### config.mk
export PLATFORM = sky130hd
export DESIGN_NAME = process_scheduler
export DESIGN_NICKNAME = d
export VERILOG_FILES = /design/src/rtl/galetron_sched_pkg.sv /design/src/rtl/rr_picker.sv /design/src/rtl/process_scheduler.sv
export SDC_FILE = /design/constraint.sdc
export NUM_CORES = 1
export LEC_CHECK = 0
export ABC_AREA = 1
export BUFFER_PORTS_ARGS = -buffer_cell sky130_fd_sc_hd__buf_2
export CAP_MARGIN = 20
export CORE_MARGIN = 10
export CORE_UTILIZATION = 39
export CTS_BUF_LIST = sky130_fd_sc_hd__clkbuf_16
export CTS_CLUSTER_DIAMETER = 150
export CTS_CLUSTER_SIZE = 28
export DETAILED_ROUTE_END_ITERATION = 10
export PLACE_DENSITY = 0.63
export SKIP_LAST_GASP = 1
export SLEW_MARGIN = 10
export SYNTH_ARGS = -nofsm -noshare
export SYNTH_HDL_FRONTEND = slang
export SYNTH_SLANG_ARGS = --single-unit
export TNS_END_PERCENT = 30
### constraint.sdc
create_clock -name clock -period 3.35 [get_ports clock]
set_input_delay 0.335 -clock clock [delete_from_list [all_inputs] [get_ports clock]]
set_output_delay 0.335 -clock clock [all_outputs]
set_load 0.02 [all_outputs]
### src/rtl/galetron_sched_pkg.sv
// Shared definitions for the process scheduler: FSM encoding and the PC limit
// below which code is treated as OS space and does not consume the quantum.
// No ports; imported by process_scheduler.
package galetron_sched_pkg;

  typedef enum logic [1:0] {
    IDLE    = 2'd0,
    RUN     = 2'd1,
    SELECT  = 2'd2,
    REQUEST = 2'd3
  } state_t;

  // Program counters below this value belong to the OS and are not billed.
  localparam logic [11:0] OS_PC_LIMIT = 12'd256;

endpackage

### src/rtl/rr_picker.sv
// Round-robin picker: first set bit of mask searching upward from start, with wrap.
// Ports: mask (candidates), start (first slot examined), index (winner).
// Purely combinational; when mask is empty the slot just before start is returned.
module rr_picker #(
  parameter int N = 8,
  parameter int W = $clog2(N)
) (
  input  logic [N-1:0] mask,
  input  logic [W-1:0] start,
  output logic [W-1:0] index
);

  always_comb begin
    // start-1 is the slot the search wraps back to last, so an empty mask
    // lands on it as well; the caller passes current+1, giving "stay put".
    index = start - W'(1);
    // Walk from the far end so the lowest offset from start wins.
    for (int k = N - 1; k >= 0; k--) begin
      if (mask[start + W'(k)]) begin
        index = start + W'(k);
      end
    end
  end

endmodule

### src/rtl/process_scheduler.sv
// Quantum-based preemptive scheduler: counts user-space retires, then picks the
// next runnable process round-robin and requests a context exchange until acked.
// Ports: clock/reset_n; enable; quantum_load/quantum_value; instruction_retired;
//   program_counter; ready_mask; exchange_ack; context_exchange; output_watchdog;
//   current_process; next_process; switch_count when SCHED_SWITCH_COUNT_EN is defined.
// Latency: context_exchange rises one edge after the expiring retire's edge.
// Backpressure: REQUEST holds context_exchange until exchange_ack is seen.
module process_scheduler
  import galetron_sched_pkg::*;
#(
  parameter int N_PROC = 8,
  parameter int QW     = 32
) (
  input  logic                      clock,
  input  logic                      reset_n,
  input  logic                      enable,
  input  logic                      quantum_load,
  input  logic [QW-1:0]             quantum_value,
  input  logic                      instruction_retired,
  input  logic [11:0]               program_counter,
  input  logic [N_PROC-1:0]         ready_mask,
  input  logic                      exchange_ack,
  output logic                      context_exchange,
  output logic [QW-1:0]             output_watchdog,
  output logic [$clog2(N_PROC)-1:0] current_process,
`ifdef SCHED_SWITCH_COUNT_EN
  output logic [15:0]               switch_count,
`endif
  output logic [$clog2(N_PROC)-1:0] next_process
);

  localparam int PW = $clog2(N_PROC);

  state_t        state_q, state_d;
  logic [QW-1:0] quantum_q, quantum_d;
  logic [QW-1:0] wd_q, wd_d;
  logic [PW-1:0] cur_q, cur_d;
  logic [PW-1:0] nxt_q, nxt_d;

  logic [PW-1:0] pick_start;
  logic [PW-1:0] pick_idx;
  logic [QW-1:0] reload_val;
  logic          counted;
  logic          ack_accept;

  assign pick_start = cur_q + PW'(1);

  rr_picker #(.N(N_PROC)) u_picker (
    .mask  (ready_mask),
    .start (pick_start),
    .index (pick_idx)
  );

  // A load on the same edge as a reload wins and its value is used directly.
  assign reload_val = quantum_load ? quantum_value : quantum_q;
  assign counted    = instruction_retired && (program_counter >= OS_PC_LIMIT) && (wd_q != '0);
  assign ack_accept = enable && (state_q == REQUEST) && exchange_ack;

  always_comb begin
    state_d   = state_q;
    quantum_d = quantum_load ? quantum_value : quantum_q;
    wd_d      = wd_q;
    cur_d     = cur_q;
    nxt_d     = nxt_q;
    if (!enable) begin
      state_d = IDLE;
      wd_d    = '0;
    end else begin
      case (state_q)
        IDLE: begin
          state_d = RUN;
          wd_d    = reload_val;
        end
        RUN: begin
          // A zero quantum never counts, so RUN is never left.
          if (counted) begin
            wd_d = wd_q - QW'(1);
            if (wd_q == QW'(1)) state_d = SELECT;
          end
        end
        SELECT: begin
          nxt_d   = pick_idx;
          state_d = REQUEST;
        end
        REQUEST: begin
          if (exchange_ack) begin
            cur_d   = nxt_q;
            wd_d    = reload_val;
            state_d = RUN;
          end
        end
        default: state_d = IDLE;
      endcase
    end
  end

  always_ff @(posedge clock or negedge reset_n) begin
    if (!reset_n) begin
      state_q   <= IDLE;
      quantum_q <= '0;
      wd_q      <= '0;
      cur_q     <= '0;
      nxt_q     <= '0;
    end else begin
      state_q   <= state_d;
      quantum_q <= quantum_d;
      wd_q      <= wd_d;
      cur_q     <= cur_d;
      nxt_q     <= nxt_d;
    end
  end

  // Decoded from state so reset drops the request without waiting for an edge.
  assign context_exchange = (state_q == REQUEST);
  assign output_watchdog  = wd_q;
  assign current_process  = cur_q;
  assign next_process     = nxt_q;

`ifdef SCHED_SWITCH_COUNT_EN
  logic [15:0] swc_q, swc_d;

  always_comb begin
    swc_d = swc_q;
    if (ack_accept) swc_d = swc_q + 16'd1;
  end

  always_ff @(posedge clock or negedge reset_n) begin
    if (!reset_n) swc_q <= '0;
    else          swc_q <= swc_d;
  end

  assign switch_count = swc_q;
`else
  logic unused_ack_accept;
  assign unused_ack_accept = ack_accept;
`endif

endmodule

==> flow_metrics.env <==
export IMPL_synth_area_mm2=0.00455
export IMPL_hold_class="input port to flip-flop"
export IMPL_grt_max_degree=34
export IMPL_synth_seq_cells=72
export IMPL_synth_top_area_frac=0.396
export IMPL_drt_antenna_violating_nets=0
export IMPL_syn_to_final_growth_pct=18.8
export IMPL_seqPwrFrac=0.257
export IMPL_crit_chain="inv_2 -> ha_1 -> inv_2 -> nand2_1 -> nand2_1 -> nand2_1 -> nand2_1 -> nand2_1 -> nand2_1 -> inv_1 -> nand2_1 -> nand2_1 -> nand2_1 -> nand2_1 -> nand2_1 -> nand3_1 -> nand3_1 -> nand2_1"
export IMPL_min_period_over_period=0.735
export IMPL_p_switching_w=0.00292
export IMPL_grt_pass1_wl_um=21700
export IMPL_grt_overflow=0
export IMPL_dp_hpwl_um=9660
export IMPL_p_total_w=0.00568
export IMPL_worst_pin_slew_ps=614
export IMPL_port_buffers=88
export IMPL_cts_hold_buf=1
export IMPL_finalHoldViolCount=0
export IMPL_drt_iter0_markers=332
export IMPL_drt_wl_total_um=12900
export IMPL_fill_cells=1185
export IMPL_cp_data_required_time_ps=3570
export IMPL_synth_ff_type="dfrtp_1"
export IMPL_critPathSlowestCell="dfrtp_1"
export IMPL_synth_most_common_cell="nand2_1"
export IMPL_clk_latency_ps=330
export IMPL_wire_per_inst_um=14.5
export IMPL_relSlewSlack=0.589
export IMPL_setup_slack_ps=886
export IMPL_cts_buffers=9
export IMPL_nNetsFinal=805
export IMPL_peakVddDrop_mv=0.546
export IMPL_sw_frac_of_total=0.514
export IMPL_place_congestion=0.901
export IMPL_syn_nets=717
export IMPL_path_max_fanout=13
export IMPL_yosysWarnings=0
export IMPL_die_w_um=128
export IMPL_cts_buffer_depth=2
export IMPL_p_comb_frac=0.582
export IMPL_cts_tree="yes"
export IMPL_power_density_mw_per_mm2=1050
export IMPL_critPathArrivalTime_ps=2680
export IMPL_dieArea_mm2=0.0164
export IMPL_htreeDepth=3
export IMPL_antenna_cells=0
export IMPL_cts_setup_buffers=0
export IMPL_synthCells=651
export IMPL_critPathLaunchType="flip-flop"
export IMPL_p_leak_nw=2.93
export IMPL_whs_ps=230
export IMPL_synth_seq_area_share=0.396
export IMPL_vias=4423
export IMPL_first_global_vias=4445
export IMPL_synthTopCellsByArea="dfrtp_1 40%, nand2_1 22%, inv_1 4.1%"
export IMPL_crit_path_frequent_cell="nand2_1"
export IMPL_drive_above_1_share=0.188
export IMPL_rows=39
export IMPL_cpPeakStageDelay_ps=390
export IMPL_path_buf_inv=3
export IMPL_rsz0062_at_grt="false"
export IMPL_syn_avg_cell_area_um2=6.98
export IMPL_worstSetupPathType="flip-flop to flip-flop"
export IMPL_post_cts_resized=0
export IMPL_pwr_share_clk=0.161
export IMPL_synth_commonest_cells="264 x nand2_1, 72 x dfrtp_1, 50 x inv_1"
export IMPL_synth_top_cell_by_area="dfrtp_1"
export IMPL_cts_sinks=72
export IMPL_min_period_ps=2460
export IMPL_gr_usage_all_layers=0.160
export IMPL_drv_cap=0
export IMPL_fmax_mhz=406
export IMPL_fin_cells=887
export IMPL_synth_cell_type_count=40
export IMPL_synth_async_reset_ratio=1.00
export IMPL_coreArea_mm2=0.0114
export IMPL_cp_top_family="simple AND/OR/NAND/NOR gates"
export IMPL_dr_pass1_iters=6
export IMPL_die_height_um=128
export IMPL_drt_vias_per_instance=4.99
export IMPL_grt_antenna_before_repair=0
export IMPL_start_util=0.398
export IMPL_worstSetupEndpointType="flip-flop"
export IMPL_synth_edf_count=0
export IMPL_intPower_w=0.00276
export IMPL_dp_worst_setup_slack_ps=919
export IMPL_fin_tns_setup_ps=0
export IMPL_setup_violations_final=0
export IMPL_final_setup_skew_ps=5.76
export IMPL_post_place_cells=870
export IMPL_drc=0
export IMPL_clk_pin_slew_ps=60
export IMPL_ctsRootBufferMaster="clkbuf_16"
export IMPL_outcome="completed"
export IMPL_maxSlewViolCount=0
export IMPL_io_pins=97
[routing by layer]
layer / global-route usage / share of wire / wire, um / up-vias
met5: 0 / 0 / 0 / -
met4: 0.0464 / 0.016 / 209 / 0
met3: 0.0422 / 0.056 / 723 / 17
met2: 0.256 / 0.47 / 6060 / 112
met1: 0.208 / 0.46 / 5900 / 2026
li1: - / - / - / 2268
[layout make-up]
class                           instances  area [um2]  area share
Inverter                               57         214      0.0396
Clock buffer                            9         225      0.0417
Clock inverter                          7        56.3      0.0104
Sequential cell                        72        1800       0.334
Multi-Input combinational cell        502        2410       0.447
Timing Repair Buffer                   97         510      0.0946
Tap cell                              143         179      0.0331
[per-stage QoR]
stage | util | instance area [um2]
after floorplan | - | 4550
after detailed placement | 0.447 | 5110
final | 0.473 | 5400
after CTS | 0.473 | 5400
after global routing | 0.473 | 5400
after global placement | 0.447 | 5110
[flip-flops by register name (all words and copies together) (netlist names)]
signal,cells
quantum_q,32
output_watchdog,32
next_process,3
state_q,2
current_process,3
[power by group through the flow]
stage	Clock [W]	Combinational (W)	Sequential, W
finish	0.000912	0.00331	0.00146
floorplan	0	0.00227	0.00163
CTS	0.000931	0.00332	0.00145
global placement	0	0.00324	0.00146
detailed placement	0	0.00330	0.00146
global route	0.000971	0.00379	0.00150
[placed cells by master (no fill, tap or decap), types with 7 or more instances in the layout]
master,n
buf_2,88
inv_1,53
o22ai_1,7
nor2_1,39
a21oi_1,28
nand2_1,264
ha_1,8
buf_4,8
o21ai_1,21
o21ai_0,34
nand3_1,36
clkbuf_16,9
dfrtp_1,72
nor3_1,9
nor2_4,9
[tightest hold or removal path, delay by kind of cell]
| kind | cells | cell delay, ps |
|---|---|---|
| and+or+nand+nor | 2 | 110 |
| buffers and inverters | 1 | 80 |
[worst paths after layout]
kind	start	to	slack, ps	cells after the start
max in group asynchronous	reset_n	output_watchdog[25]	2090	3
setup / recovery	current_process[0]	next_process[0]	890	18
setup reg to reg	current_process[0]	next_process[0]	890	18
min in group asynchronous	reset_n	quantum_q[1]	510	2
hold / removal	quantum_value[27]	quantum_q[27]	230	3
hold reg to reg	quantum_q[23]	quantum_q[23]	470	2
[kinds of logic (layout without fill, tap and decap cells)]
kind of cell               count (synthesis)  count (layout)  synth area share
and+or+nand+nor                          378             378             0.359
AOI/OAI and AO/OA                        101             101             0.119
buffers and inverters                     77             170            0.0729
DFF                                       72              72             0.396
xor gates and xnor gates                  10              10            0.0193
adders and majority gates                  8               8            0.0220
muxes                                      5               5            0.0113
Note: power is estimated with default switching activity, not from simulation.
